File: src/rtl/memory_access_if.sv
`default_nettype none
// ============================================================================
// Module      : memory_access_if
// Description : Bundle of signals between the memory stage and its neighbours:
//               the incoming memory-stage instruction, the pipeline control
//               lines, the data-bus request/response pair and the write-back
//               bundle.
//               master : the memory-stage controller (memory_access)
//               slave  : the surrounding pipeline and data memory
// Revision    : 1.0  initial release
// ============================================================================
interface memory_access_if #(
    parameter int XLEN = 64
);
    // Memory-stage instruction
    logic            in_valid;
    logic [XLEN-1:0] in_pc;
    logic [4:0]      in_rd;
    logic            in_wen;
    logic [XLEN-1:0] in_alu;
    logic [XLEN-1:0] in_store_data;
    logic            in_mem_read;
    logic            in_mem_write;
    logic [1:0]      in_size;
    logic            in_unsigned;
    // Pipeline control
    logic            flush_M;
    logic            stall_W;
    logic            stall_M;
    // Data bus
    logic            dreq_valid;
    logic [XLEN-1:0] dreq_addr;
    logic [1:0]      dreq_size;
    logic [7:0]      dreq_strobe;
    logic [XLEN-1:0] dreq_data;
    logic            dresp_data_ok;
    logic [XLEN-1:0] dresp_data;
    // Write-back bundle
    logic            out_valid;
    logic [XLEN-1:0] out_pc;
    logic [4:0]      out_rd;
    logic            out_wen;
    logic [XLEN-1:0] out_wdata;
    logic            misalign;

    modport master (
        input  in_valid, in_pc, in_rd, in_wen, in_alu, in_store_data,
               in_mem_read, in_mem_write, in_size, in_unsigned,
               flush_M, stall_W, dresp_data_ok, dresp_data,
        output stall_M, dreq_valid, dreq_addr, dreq_size, dreq_strobe, dreq_data,
               out_valid, out_pc, out_rd, out_wen, out_wdata, misalign
    );

    modport slave (
        output in_valid, in_pc, in_rd, in_wen, in_alu, in_store_data,
               in_mem_read, in_mem_write, in_size, in_unsigned,
               flush_M, stall_W, dresp_data_ok, dresp_data,
        input  stall_M, dreq_valid, dreq_addr, dreq_size, dreq_strobe, dreq_data,
               out_valid, out_pc, out_rd, out_wen, out_wdata, misalign
    );
endinterface
`default_nettype wire

File: src/rtl/memory_access.sv
`default_nettype none
// ============================================================================
// Module      : memory_access
// Description : Memory-stage datapath and data-bus controller. Issues at most
//               one bus transaction per load/store, aligns and extends load
//               data, and produces the write-back bundle. Stalls upstream
//               stages while a transaction is outstanding.
// Ports       : clk    - pipeline clock
//               reset  - asynchronous, active-low reset
//               bus    - memory_access_if.master (instruction in, data bus,
//                        pipeline control, write-back bundle out)
// Revision    : 1.0  initial release
// ============================================================================
module memory_access #(
    parameter int XLEN = 64
) (
    input  logic            clk,
    input  logic            reset,
    memory_access_if.master bus
);

    typedef enum logic [1:0] {
        IDLE = 2'd0,
        BUSY = 2'd1,
        HOLD = 2'd2
    } state_t;

    state_t          r_state;
    state_t          w_next;

    logic [XLEN-1:0] r_addr;
    logic [XLEN-1:0] r_pc;
    logic [XLEN-1:0] r_data;
    logic [XLEN-1:0] r_result;
    logic [1:0]      r_size;
    logic [4:0]      r_rd;
    logic [7:0]      r_strobe;
    logic            r_unsigned;
    logic            r_wen;
    logic            r_load;
    logic            r_dropped;

    logic            w_mem;
    logic            w_misalign;
    logic            w_accept;
    logic [7:0]      w_strobe_base;
    logic [7:0]      w_req_strobe;
    logic [XLEN-1:0] w_req_data;
    logic [XLEN-1:0] w_field;
    logic [XLEN-1:0] w_load_ext;

    assign w_mem = bus.in_valid & (bus.in_mem_read | bus.in_mem_write);

    // Address must be a multiple of the access size
    always_comb begin
        case (bus.in_size)
            2'd0:    w_misalign = 1'b0;
            2'd1:    w_misalign = bus.in_alu[0];
            2'd2:    w_misalign = |bus.in_alu[1:0];
            default: w_misalign = |bus.in_alu[2:0];
        endcase
    end

    always_comb begin
        case (bus.in_size)
            2'd0:    w_strobe_base = 8'h01;
            2'd1:    w_strobe_base = 8'h03;
            2'd2:    w_strobe_base = 8'h0F;
            default: w_strobe_base = 8'hFF;
        endcase
    end

    assign w_req_strobe = w_strobe_base << bus.in_alu[2:0];
    assign w_req_data   = bus.in_store_data << {bus.in_alu[2:0], 3'b000};

    // Load alignment uses the latched address so the response may arrive late
    assign w_field = bus.dresp_data >> {r_addr[2:0], 3'b000};

    always_comb begin
        case (r_size)
            2'd0: w_load_ext = r_unsigned ? {{(XLEN-8){1'b0}}, w_field[7:0]}
                                          : {{(XLEN-8){w_field[7]}}, w_field[7:0]};
            2'd1: w_load_ext = r_unsigned ? {{(XLEN-16){1'b0}}, w_field[15:0]}
                                          : {{(XLEN-16){w_field[15]}}, w_field[15:0]};
            2'd2: w_load_ext = r_unsigned ? {{(XLEN-32){1'b0}}, w_field[31:0]}
                                          : {{(XLEN-32){w_field[31]}}, w_field[31:0]};
            default: w_load_ext = w_field;
        endcase
    end

    always_ff @(posedge clk or negedge reset) begin
        if (!reset) begin
            r_state    <= IDLE;
            r_addr     <= '0;
            r_pc       <= '0;
            r_data     <= '0;
            r_result   <= '0;
            r_size     <= 2'd0;
            r_rd       <= 5'd0;
            r_strobe   <= 8'h00;
            r_unsigned <= 1'b0;
            r_wen      <= 1'b0;
            r_load     <= 1'b0;
            r_dropped  <= 1'b0;
        end else begin
            r_state <= w_next;
            if (w_accept) begin
                r_addr     <= bus.in_alu;
                r_pc       <= bus.in_pc;
                r_data     <= w_req_data;
                r_size     <= bus.in_size;
                r_rd       <= bus.in_rd;
                r_strobe   <= bus.in_mem_write ? w_req_strobe : 8'h00;
                r_unsigned <= bus.in_unsigned;
                // A store never writes the register file
                r_wen      <= bus.in_wen & ~bus.in_mem_write;
                r_load     <= ~bus.in_mem_write;
                r_dropped  <= 1'b0;
            end
            if ((r_state == BUSY) && bus.dresp_data_ok) begin
                r_result <= r_load ? w_load_ext : '0;
            end
            // The bus cannot be aborted, so a squash is remembered instead
            if (((r_state == BUSY) || (r_state == HOLD)) && bus.flush_M) begin
                r_dropped <= 1'b1;
            end
        end
    end

    always_comb begin
        w_next          = r_state;
        w_accept        = 1'b0;
        bus.dreq_valid  = 1'b0;
        bus.dreq_addr   = r_addr;
        bus.dreq_size   = r_size;
        bus.dreq_strobe = r_strobe;
        bus.dreq_data   = r_data;
        bus.stall_M     = 1'b0;
        bus.out_valid   = 1'b0;
        bus.out_pc      = bus.in_pc;
        bus.out_rd      = bus.in_rd;
        bus.out_wen     = bus.in_wen;
        bus.out_wdata   = bus.in_alu;
        bus.misalign    = 1'b0;

        case (r_state)
            IDLE: begin
                if (!bus.flush_M) begin
                    if (w_mem && w_misalign) begin
                        bus.out_valid = 1'b1;
                        bus.out_wen   = 1'b0;
                        bus.misalign  = 1'b1;
                    end else if (w_mem) begin
                        w_accept    = 1'b1;
                        w_next      = BUSY;
                        bus.stall_M = 1'b1;
                    end else begin
                        bus.out_valid = bus.in_valid;
                    end
                end
            end
            BUSY: begin
                bus.dreq_valid = 1'b1;
                bus.stall_M    = 1'b1;
                if (bus.dresp_data_ok) begin
                    w_next = HOLD;
                end
            end
            HOLD: begin
                bus.out_valid = ~r_dropped & ~bus.flush_M;
                bus.out_pc    = r_pc;
                bus.out_rd    = r_rd;
                bus.out_wen   = r_wen;
                bus.out_wdata = r_result;
                if (!bus.stall_W) begin
                    w_next = IDLE;
                end
            end
            default: w_next = IDLE;
        endcase

        // Outputs are forced quiet for as long as reset is held
        if (!reset) begin
            w_accept        = 1'b0;
            bus.dreq_valid  = 1'b0;
            bus.dreq_addr   = '0;
            bus.dreq_size   = 2'd0;
            bus.dreq_strobe = 8'h00;
            bus.dreq_data   = '0;
            bus.stall_M     = 1'b0;
            bus.out_valid   = 1'b0;
            bus.out_pc      = '0;
            bus.out_rd      = 5'd0;
            bus.out_wen     = 1'b0;
            bus.out_wdata   = '0;
            bus.misalign    = 1'b0;
        end
    end

endmodule
`default_nettype wire
File: src/flat_wrapper.sv
// flat-port wrapper written by rule: the top's interface ports become plain ports
module memory_access_flat 
#(
    parameter int XLEN = 64
)
  (clk, reset, bus_in_valid, bus_in_pc, bus_in_rd, bus_in_wen, bus_in_alu, bus_in_store_data, bus_in_mem_read, bus_in_mem_write, bus_in_size, bus_in_unsigned, bus_flush_M, bus_stall_W, bus_dresp_data_ok, bus_dresp_data, bus_stall_M, bus_dreq_valid, bus_dreq_addr, bus_dreq_size, bus_dreq_strobe, bus_dreq_data, bus_out_valid, bus_out_pc, bus_out_rd, bus_out_wen, bus_out_wdata, bus_misalign);
  memory_access_if #(.XLEN(XLEN)) bus_i ();
  input  logic clk;
  input  logic reset;
  input wire logic [$bits(bus_i.in_valid)-1:0] bus_in_valid;
  input wire logic [$bits(bus_i.in_pc)-1:0] bus_in_pc;
  input wire logic [$bits(bus_i.in_rd)-1:0] bus_in_rd;
  input wire logic [$bits(bus_i.in_wen)-1:0] bus_in_wen;
  input wire logic [$bits(bus_i.in_alu)-1:0] bus_in_alu;
  input wire logic [$bits(bus_i.in_store_data)-1:0] bus_in_store_data;
  input wire logic [$bits(bus_i.in_mem_read)-1:0] bus_in_mem_read;
  input wire logic [$bits(bus_i.in_mem_write)-1:0] bus_in_mem_write;
  input wire logic [$bits(bus_i.in_size)-1:0] bus_in_size;
  input wire logic [$bits(bus_i.in_unsigned)-1:0] bus_in_unsigned;
  input wire logic [$bits(bus_i.flush_M)-1:0] bus_flush_M;
  input wire logic [$bits(bus_i.stall_W)-1:0] bus_stall_W;
  input wire logic [$bits(bus_i.dresp_data_ok)-1:0] bus_dresp_data_ok;
  input wire logic [$bits(bus_i.dresp_data)-1:0] bus_dresp_data;
  output wire logic [$bits(bus_i.stall_M)-1:0] bus_stall_M;
  output wire logic [$bits(bus_i.dreq_valid)-1:0] bus_dreq_valid;
  output wire logic [$bits(bus_i.dreq_addr)-1:0] bus_dreq_addr;
  output wire logic [$bits(bus_i.dreq_size)-1:0] bus_dreq_size;
  output wire logic [$bits(bus_i.dreq_strobe)-1:0] bus_dreq_strobe;
  output wire logic [$bits(bus_i.dreq_data)-1:0] bus_dreq_data;
  output wire logic [$bits(bus_i.out_valid)-1:0] bus_out_valid;
  output wire logic [$bits(bus_i.out_pc)-1:0] bus_out_pc;
  output wire logic [$bits(bus_i.out_rd)-1:0] bus_out_rd;
  output wire logic [$bits(bus_i.out_wen)-1:0] bus_out_wen;
  output wire logic [$bits(bus_i.out_wdata)-1:0] bus_out_wdata;
  output wire logic [$bits(bus_i.misalign)-1:0] bus_misalign;
  assign bus_i.in_valid = bus_in_valid;
  assign bus_i.in_pc = bus_in_pc;
  assign bus_i.in_rd = bus_in_rd;
  assign bus_i.in_wen = bus_in_wen;
  assign bus_i.in_alu = bus_in_alu;
  assign bus_i.in_store_data = bus_in_store_data;
  assign bus_i.in_mem_read = bus_in_mem_read;
  assign bus_i.in_mem_write = bus_in_mem_write;
  assign bus_i.in_size = bus_in_size;
  assign bus_i.in_unsigned = bus_in_unsigned;
  assign bus_i.flush_M = bus_flush_M;
  assign bus_i.stall_W = bus_stall_W;
  assign bus_i.dresp_data_ok = bus_dresp_data_ok;
  assign bus_i.dresp_data = bus_dresp_data;
  assign bus_stall_M = bus_i.stall_M;
  assign bus_dreq_valid = bus_i.dreq_valid;
  assign bus_dreq_addr = bus_i.dreq_addr;
  assign bus_dreq_size = bus_i.dreq_size;
  assign bus_dreq_strobe = bus_i.dreq_strobe;
  assign bus_dreq_data = bus_i.dreq_data;
  assign bus_out_valid = bus_i.out_valid;
  assign bus_out_pc = bus_i.out_pc;
  assign bus_out_rd = bus_i.out_rd;
  assign bus_out_wen = bus_i.out_wen;
  assign bus_out_wdata = bus_i.out_wdata;
  assign bus_misalign = bus_i.misalign;
  memory_access #(.XLEN(XLEN)) u_core (.clk(clk), .reset(reset), .bus(bus_i));
endmodule
File: config.mk
export PLATFORM = sky130hd
export DESIGN_NAME = memory_access_flat
export DESIGN_NICKNAME = d
export VERILOG_FILES = /design/src/rtl/memory_access_if.sv /design/src/rtl/memory_access.sv /design/src/flat_wrapper.sv
export SDC_FILE = /design/constraint.sdc
export NUM_CORES = 1
export LEC_CHECK = 0
export BUFFER_PORTS_ARGS = -buffer_cell sky130_fd_sc_hd__buf_2
export CORE_AREA = 4 4 210 212
export DETAILED_ROUTE_END_ITERATION = 7
export DIE_AREA = 0 0 214 216
export MAX_ROUTING_LAYER = met4
export PLACE_DENSITY_LB_ADDON = 0.08
export SLEW_MARGIN = 20
export SYNTH_ARGS = -nofsm -noshare
export SYNTH_HDL_FRONTEND = slang
export SYNTH_SLANG_ARGS = --single-unit
File: constraint.sdc
create_clock -name clk -period 2.92 [get_ports clk]
set_clock_uncertainty 0.1 [all_clocks]
set_input_delay 0.438 -clock clk [delete_from_list [all_inputs] [get_ports clk]]
set_output_delay 0.438 -clock clk [all_outputs]
set_load 0.005 [all_outputs]
==> out/metrics.csv, run 1 <==
stage;metric;value;unit
synthesis;synth_nets;2269;
clock_tree;cts_tree;yes;
global_route;grt_use_met2;44.2;%
routing;drt_iter0_drc;1260;
synthesis;ys_warn_count;0;
pwr;p_per_area;812;nW/um2
routing;drc;0;
setup_path;path_class;flop to output port;
synthesis;synth-xor-area-share;0;%
placement;place_congestion;0.927;
finish;fillerInstances;3896;
synthesis;muxShareOfSynthArea;18.8;%
global_route;grt_pass1_vias;16700;
synthesis;seq_area_frac_synth;39.6;%
clock_tree;clock_path_buffers;3;
synthesis;synth_fa_ha_area_share;0.286;%
synthesis;synth_seq_cells;277;
global_route;grt_pass1_wl;98.8;mm
die;core;41900;um2
synthesis;synth_top_family_by_area;simple AND/OR/NAND/NOR gates;
die;initial_core_util;41.7;%
finish;syn_to_final_growth;31.2;%
routing;postRouteAntennaNets;0;
synthesis;synth_compound_area_share;12.0;%
clock_tree;insertion_delay;0.54;ns
timing;report.final.slew_viol_count;0;
die;die_y;216;um
die;io_pins;549;
routing;routed_wirelength;63.8;mm
global_route;met3_usage;5.50;%
clock_tree;cts-root-buf;clkbuf_16;
die;dieArea;46200;um2
setup_path;arrival;2.25;ns
die;chipWidth;214;um
global_route;grt-busiest-layer;met2;
global_route;antenna_found_initial;8;
timing;layout_setup_ws;0.129;ns
timing;slew_headroom;45.9;%
pwr;peakVddDrop;587;uV
global_route;grt_max_degree;104;
clock_tree;htreeDepth;2;
global_route;grtUsageTotal;27.5;%
synthesis;netlist_instances;1992;
timing;hold_viol;0;
finish;nets;2831;
synthesis;syn_area;17500;um2
placement;dp_hpwl;47.2;mm
timing;clock.fmax;358;MHz
synthesis;synth_cell_type_count;57;
job;drv_cap;0;
setup_path;cp-end-kind;output port;
clock_tree;cts_made_buffers;35;
pwr;p_leak;11.5;nW
clock_tree;path_clk_slew;0.06;ns
die;rows;75;
clock_tree;clkSinkCount;277;
worst_hold_path;min_path_type;input port to flop;
synthesis;synth-edff-count;0;
global_route;grt-ovfl-total;0;
finish;drive_gt1_share;30.9;%
routing;drtPass1Iterations;5;
placement;place_ws;0.423;ns
routing;vias;16500;
setup_path;startpoint_type;flop;
timing;post-route-period-util;95.6;%
synthesis;synth-simple-area-share;24.6;%
synthesis;synth_ff_type;dfrtp_1;
setup_path;cp_max_fo;71;
synthesis;synth.avg_cell_area;8.79;um2
global_route;met1_usage;36.1;%
status;status;complete, no violations;
timing;min_period;2.79;ns
timing;setup_viol;0;
routing;routedWlPerCell;20.4;um
setup_path;cp.required;2.38;ns
timing;grt_setup_unrepaired;no;
routing;via_per_inst;5.27;
timing;finalSetupTns;0;ns
timing;tightest_slew;0.809;ns
placement;port_buffers;548;
synthesis;async_flop_share;100;%
[cell usage after synthesis, drive strengths merged, types with 22 or more instances]
master  count  share of area (%)
buf        78                2.5
mux2i     219                 13
and2      147                5.3
o31ai      34                1.6
mux4       22                2.8
dfrtp     277                 40
a21oi      55                1.6
nor2       67                1.5
nor2b     138                4.9
o21ai     116                3.8
clkbuf     91                2.0
mux2       54                3.5
nand2     544                 12
[timing repair]
item,CTS,global route
hold endpoints to repair,104,0
hold buffers,89,0
setup buffers,0,0
setup endpoints to repair,0,1
resized for setup,0,1
[cells by family after synthesis]
kind of cell | after synthesis
compound gates | 309
flops | 277
simple gates | 929
fa+ha+maj | 4
buf+inv | 178
mux | 295
[layout by cell type (no fill, tap or decap), types with 15 or more instances in the layout]
master and n:
a211oi_1 15, a21oi_1 54, and2_1 144, buf_12 18
buf_2 546, buf_4 39, clkbuf_16 37, dfrtp_1 275
dlygate4sd3_1 89, mux2_2 53, mux2i_1 219, mux4_2 22
nand2_1 543, nor2_1 65, nor2b_1 138, o21ai_0 92
o21ai_2 24, o31ai_1 28
[through the flow]
step | power (mW) | instance area [um2] | hold slack [ns] | cells | util, %
after floorplan | 11.3 | 17500 | 0.0424 | 1992 | -
after global placement | 13.8 | 20800 | 0.295 | 2967 | 49.7
after detailed placement | 14.0 | 20800 | 0.297 | 2967 | 49.7
after CTS | 18.8 | 22900 | 0.000261 | 3116 | 54.7
after global routing | 19.9 | 23000 | 0.0106 | 3124 | 54.7
final | 18.6 | 23000 | 0.0301 | 3124 | 54.7
[power by group]
part	total (mW)	internal (mW)	switching, mW
registers	6.47	5.40	1.08
clock network	4.58	2.82	1.75
logic	7.58	3.46	4.12
total	18.6	11.7	6.95
[final timing paths]
kind                       slack (ns)             endpoint               from  cells after the start
max                              0.13    bus_out_wdata[50]  u_core.r_state[0]                      6
min                              0.03    u_core.r_addr[27]     bus_in_alu[27]                      3
max reg2reg                      0.43  u_core.r_result[20]   u_core.r_addr[1]                      5
min reg2reg                      0.36     u_core.r_data[5]   u_core.r_data[5]                      2
max in group asynchronous        1.36  u_core.r_result[32]              reset                      4
min in group asynchronous        0.33      u_core.r_pc[24]              reset                      2
[flip-flops by register name (all words and copies together), names as in the netlist, 2 cells and up]
signal / count
u_core.r_addr: 64
u_core.r_data: 64
u_core.r_pc: 64
u_core.r_rd: 5
u_core.r_result: 64
u_core.r_size: 2
u_core.r_state: 2
u_core.r_strobe: 8
[final cells by class]
type                            instances  area [um2]  area share (%)
Inverter                                9        33.8           0.147
Sequential cell                       277        6930            30.2
Timing Repair Buffer                  694        4300            18.7
Multi-Input combinational cell       1537        9790            42.6
Tap cell                              539         674            2.94
Clock buffer                           49        1030            4.49
Clock inverter                         11         174           0.758
Antenna cell                            8        20.0          0.0872
[layer usage]
metal  wire [um]  up-vias
met1       27400     7943
met3        4400       80
met2       30700      586
li1            -     7851
met4        1260        0
met5           0        -
[critical path: stages (launching register included)]
cell and delay, ns:
dfrtp_1 0.39, inv_1 0.15, ha_4 0.20, buf_12 0.40
mux2i_1 0.31, nor2b_1 0.07, buf_2 0.13
No activity file was read; power rests on OpenSTA's default activity.
==> run 2, diff against run 1 <==
--- a/config.mk
+++ b/config.mk
@@ -6,9 +6,11 @@
 export NUM_CORES = 1
 export LEC_CHECK = 0
 export BUFFER_PORTS_ARGS = -buffer_cell sky130_fd_sc_hd__buf_2
+export CAP_MARGIN = 20
 export CORE_AREA = 4 4 210 212
 export DETAILED_ROUTE_END_ITERATION = 7
 export DIE_AREA = 0 0 214 216
+export HOLD_SLACK_MARGIN = 0.1
 export MAX_ROUTING_LAYER = met4
 export PLACE_DENSITY_LB_ADDON = 0.08
 export SLEW_MARGIN = 20
==> run 2 against run 1 <==
Compared with the run above:
- sequential share of layout area fell by 0.69 points
- critical path depth up 2
- clock power about the same
- setup slack got worse by 0.0094 ns
- cell area rose by 2.3%
- total power grew 0.36%
- global-route usage increased by 0.33 points
- hold slack better by 0.12 ns
- sequential power about the same
- critical path type is now input port to output port
- largest cell class unchanged
- largest power group unchanged
- highest routed layer unchanged
==> out/metrics.csv, run 2 (same netlist as run 1, synthesis figures left out) <==
stage;metric;value;unit
setup_path;cp.required;2.38;ns
worst_hold_path;hold_start;bus_in_size[0];
setup_path;path_class;input port to output port;
clock_tree;clkSinkCount;277;
routing;drc;0;
clock_tree;htreeDepth;2;
finish;nets;2884;
timing;slew_headroom;46.3;%
clock_tree;clock_path_buffers;3;
routing;drt_iter0_drc;1350;
pwr;p_leak;11.7;nW
finish;syn_to_final_growth;34.2;%
global_route;antenna_found_initial;7;
pwr;p_per_area;796;nW/um2
status;status;complete, no violations;
timing;finalSetupTns;0;ns
clock_tree;cts-root-buf;clkbuf_16;
pwr;peakVddDrop;585;uV
timing;report.final.slew_viol_count;0;
placement;port_buffers;548;
timing;tightest_slew;0.803;ns
setup_path;cp_max_fo;10;
worst_hold_path;min_to;u_core.r_size[0];
global_route;grt_pass1_wl;100;mm
clock_tree;cts_tree;yes;
routing;routed_wirelength;64.4;mm
setup_path;cp-end-kind;output port;
setup_path;critPathMaxStageDelay;0.54;ns
setup_path;r2r_cells;5;
die;chipWidth;214;um
setup_path;r2r_slack;0.44;ns
placement;place_ws;0.423;ns
global_route;grt_pass1_vias;17000;
clock_tree;cts_made_buffers;35;
global_route;grt_max_degree;104;
timing;setup_viol;0;
setup_path;cp_common_cell;buf_2;
finish;final_common_cell;buf_2;
finish;drive_gt1_share;30.3;%
die;core;41900;um2
setup_path;arrival;2.26;ns
clock_tree;post-cts-setup-buffers;0;
routing;postRouteAntennaNets;0;
routing;routedWlPerCell;20.3;um
worst_hold_path;whs_path_depth;3;
setup_path;timing.rr.end;u_core.r_result[20];
die;die_y;216;um
timing;hold_viol;0;
die;io_pins;549;
setup_path;slowest_stage;dlygate4sd3_1;
routing;vias;16700;
die;initial_core_util;41.7;%
clock_tree;insertion_delay;0.54;ns
routing;drtPass1Iterations;6;
setup_path;startpoint_type;input port;
job;drv_cap;0;
setup_path;path_cells;dlygate4sd3_1 > buf_2 > o21a_1 > a21oi_4 > o21ai_0 > a32oi_1 > nor3b_1 > buf_2;
finish;final_cell_mix;546 x buf_2, 543 x nand2_1, 275 x dfrtp_1;
worst_hold_path;min_path_type;input port to flop;
setup_path;r2r-start;u_core.r_addr[1];
die;dieArea;46200;um2
timing;clock.fmax;357;MHz
timing;min_period;2.80;ns
timing;post-route-period-util;95.9;%
global_route;grtUsageTotal;27.8;%
global_route;grt-ovfl-total;0;
placement;dp_hpwl;47.2;mm
timing;layout_setup_ws;0.120;ns
timing;grt_setup_unrepaired;no;
die;rows;75;
routing;via_per_inst;5.26;
clock_tree;path_clk_slew;0.06;ns
placement;place_congestion;0.927;
-- run 2: changes by cell type in the layout (fill, tap and decap cells not counted), sizes merged --
| cell | change |
|---|---|
| dlygate4sd3 | +53 |
-- run 2: final cells by class --
cell class	count	area (um2)
Fill cell	3837	18500
Multi-Input combinational cell	1537	9790
Sequential cell	277	6930
Timing Repair Buffer	747	4830
Clock buffer	49	1030
Tap cell	539	674
Clock inverter	11	174
Inverter	9	33.8
Antenna cell	8	20.0
-- run 2: where the power goes --
part           total (mW)  internal [mW]  switching, mW
clock                4.58           2.83           1.76
sequential           6.47           5.40           1.08
combinational        7.65           3.51           4.13
-- run 2: what timing repair did --
action                                  CTS  global route
endpoints found under the setup margin    0             4
endpoints found under the hold margin   188             0
hold buffers                            142             0
resized for setup                         0             2
-- run 2: worst max-delay path, delay by kind of cell --
family	cells	cell delay, ns
AOI/OAI and AO/OA	4	0.85
buffers and inverters	3	0.90
and+or+nand+nor	1	0.07
-- run 2: worst max path at each step --
stage | startpoint | slack (ns) | to
4_1_cts | bus_in_size[1] | 0.007 | bus_out_valid
3_3_place_gp | bus_in_size[0] | 0.46 | u_core.r_addr[1]
2_1_floorplan | u_core.r_state[0] | 0.67 | bus_out_pc[14]
5_1_grt | u_core.r_state[0] | 0.01 | bus_out_wdata[50]
3_5_place_dp | bus_in_size[0] | 0.42 | u_core.r_dropped
6_report | bus_in_size[1] | 0.12 | bus_out_valid
-- run 2: layer usage --
| layer | routed length, um | track usage [%] | up-vias |
|---|---|---|---|
| li1 | - | - | 7952 |
| met1 | 27800 | 36.4 | 8064 |
| met2 | 30800 | 44.7 | 608 |
| met3 | 4400 | 5.56 | 96 |
| met4 | 1450 | 7.13 | 0 |
| met5 | 0 | - | - |
-- run 2: through the flow --
| step | hold slack [ns] | cells | utilization (%) | total power [mW] | cell area [um2] |
|---|---|---|---|---|---|
| floorplan | 0.0424 | 1992 | - | 11.3 | 17500 |
| global placement | 0.295 | 2967 | 49.7 | 13.8 | 20800 |
| detailed placement | 0.297 | 2967 | 49.7 | 14.0 | 20800 |
| CTS | 0.100 | 3169 | 55.9 | 18.8 | 23500 |
| global route | 0.139 | 3176 | 56.0 | 19.9 | 23500 |
| finish | 0.153 | 3177 | 56.0 | 18.7 | 23500 |
==> run 3, diff against run 2 <==
--- a/config.mk
+++ b/config.mk
@@ -13,6 +13,7 @@
 export HOLD_SLACK_MARGIN = 0.1
 export MAX_ROUTING_LAYER = met4
 export PLACE_DENSITY_LB_ADDON = 0.08
+export SETUP_SLACK_MARGIN = 0.2
 export SLEW_MARGIN = 20
 export SYNTH_ARGS = -nofsm -noshare
 export SYNTH_HDL_FRONTEND = slang
==> run 3 against run 2 <==
Compared with the run above:
- global-route usage increased by 0.33 points
- total power increased by 1.4%
- setup slack improved by 0.14 ns
- final cell count increased by 0.54%
- critical endpoint is now bus_out_wdata[18]
==> out/metrics.csv, run 3 (same netlist as run 1, synthesis figures left out) <==
stage;metric;value;unit
timing;finalSetupTns;0;ns
timing;tightest_slew;0.933;ns
placement;port_buffers;548;
timing;hold_viol;0;
placement;dpl.cell_count;2967;
setup_path;cp.required;2.38;ns
finish;syn_to_final_growth;35.6;%
clock_tree;path_clk_slew;0.06;ns
timing;slew_headroom;37.6;%
die;initial_core_util;41.7;%
die;die_y;216;um
status;status;complete, no violations;
die;io_pins;549;
clock_tree;clock_path_buffers;3;
setup_path;critPathMaxStageDelay;0.56;ns
job;drv_cap;0;
timing;clock.fmax;376;MHz
setup_path;arrival;2.12;ns
global_route;grt-ovfl-total;0;
setup_path;cp_max_fo;81;
placement;place_area;20800;um2
clock_tree;htreeDepth;2;
timing;min_period;2.66;ns
routing;postRouteAntennaNets;0;
global_route;antenna_found_initial;7;
clock_tree;insertion_delay;0.54;ns
clock_tree;cts-root-buf;clkbuf_16;
timing;setup_viol;0;
finish;fin_area;23700;um2
finish;multi_input_area;9790;um2
timing;post-route-period-util;91.1;%
routing;drt_iter0_drc;1197;
pwr;fin_total_pwr;19.0;mW
timing;grt_setup_unrepaired;yes;
routing;via_per_inst;5.27;
die;chipWidth;214;um
worst_hold_path;min_path_type;input port to flop;
routing;drc;0;
setup_path;slowest_stage;dlygate4sd3_1;
global_route;grt_pass1_wl;101;mm
die;dieArea;46200;um2
finish;fillerInstances;3812;
routing;drtPass1Iterations;5;
finish;regArea;6930;um2
pwr;p_leak;11.8;nW
pwr;p_per_area;799;nW/um2
pwr;peakVddDrop;583;uV
finish;nets;2901;
global_route;grt_pass1_vias;17100;
finish;drive_gt1_share;30.6;%
clock_tree;cts_tree;yes;
global_route;grt_max_degree;104;
timing;report.final.slew_viol_count;0;
setup_path;path_cells;dlygate4sd3_1 > buf_8 > buf_12 > nor2b_1 > buf_2;
finish;final_cell_mix;546 x buf_2, 543 x nand2_1, 275 x dfrtp_1;
clock_tree;cts_made_buffers;35;
setup_path;startpoint_type;input port;
die;rows;75;
setup_path;cp-end-kind;output port;
global_route;grtUsageTotal;28.1;%
placement;dp_hpwl;47.2;mm
routing;routedWlPerCell;20.6;um
routing;routed_wirelength;65.8;mm
routing;vias;16800;
setup_path;path_class;input port to output port;
placement;place_congestion;0.927;
finish;finalNonFillerCells;3194;
finish;final_common_cell;buf_2;
die;core;41900;um2
clock_tree;clkSinkCount;277;
-- run 3: area by class of cell --
type,count,share of cell area [%]
diodes,8,0.0843
clock buffers,49,4.34
clock inverters,11,0.733
inverters,9,0.142
multi-input cells,1537,41.2
flip-flops and latches,277,29.2
well taps,539,2.84
repair buffers,764,21.4
-- run 3: final timing paths --
| path | start | end | slack, ns | cells after the start |
|---|---|---|---|---|
| worst max-delay path | reset | bus_out_wdata[18] | 0.26 | 5 |
| worst min-delay path | bus_in_size[0] | u_core.r_size[0] | 0.15 | 3 |
| worst max register to register | u_core.r_addr[1] | u_core.r_result[20] | 0.42 | 5 |
| worst min register to register | u_core.r_data[5] | u_core.r_data[5] | 0.36 | 2 |
| max in group asynchronous | reset | u_core.r_addr[60] | 0.79 | 3 |
| min in group asynchronous | reset | u_core.r_strobe[1] | 0.63 | 3 |
-- run 3: per-layer routing --
| layer | global-route usage (%) | vias up | routed length (um) |
|---|---|---|---|
| li1 | - | 7980 | - |
| met1 | 36.6 | 8141 | 28200 |
| met2 | 45.3 | 615 | 31700 |
| met3 | 5.78 | 90 | 4460 |
| met4 | 7.50 | 0 | 1470 |
| met5 | - | - | 0 |
-- run 3: stage by stage --
step,util [%],setup WS (ns),hold WS (ns)
detailed placement,49.7,0.423,0.297
global placement,49.7,0.457,0.295
CTS,56.2,0.149,0.100
floorplan,-,0.674,0.0424
finish,56.6,0.261,0.153
global route,56.6,0.151,0.139
-- run 3: report_power, final --
group	internal (mW)	switching, mW
logic	3.66	4.24
clock network	2.82	1.75
registers	5.40	1.08
total	11.9	7.08
-- run 3: timing repair --
item | CTS | global route
cloned | 1 | 2
resized for setup | 2 | 9
hold buffers | 149 | 0
pin swaps | 0 | 2
hold endpoints to repair | 188 | 0
endpoints found under the setup margin | 102 | 85
buffers inserted | 0 | 7
-- run 3: worst max-delay path: cells and delay by family --
| kind | cells | cell delay, ns |
|---|---|---|
| buffers and inverters | 4 | 1.32 |
| and+or+nand+nor | 1 | 0.22 |
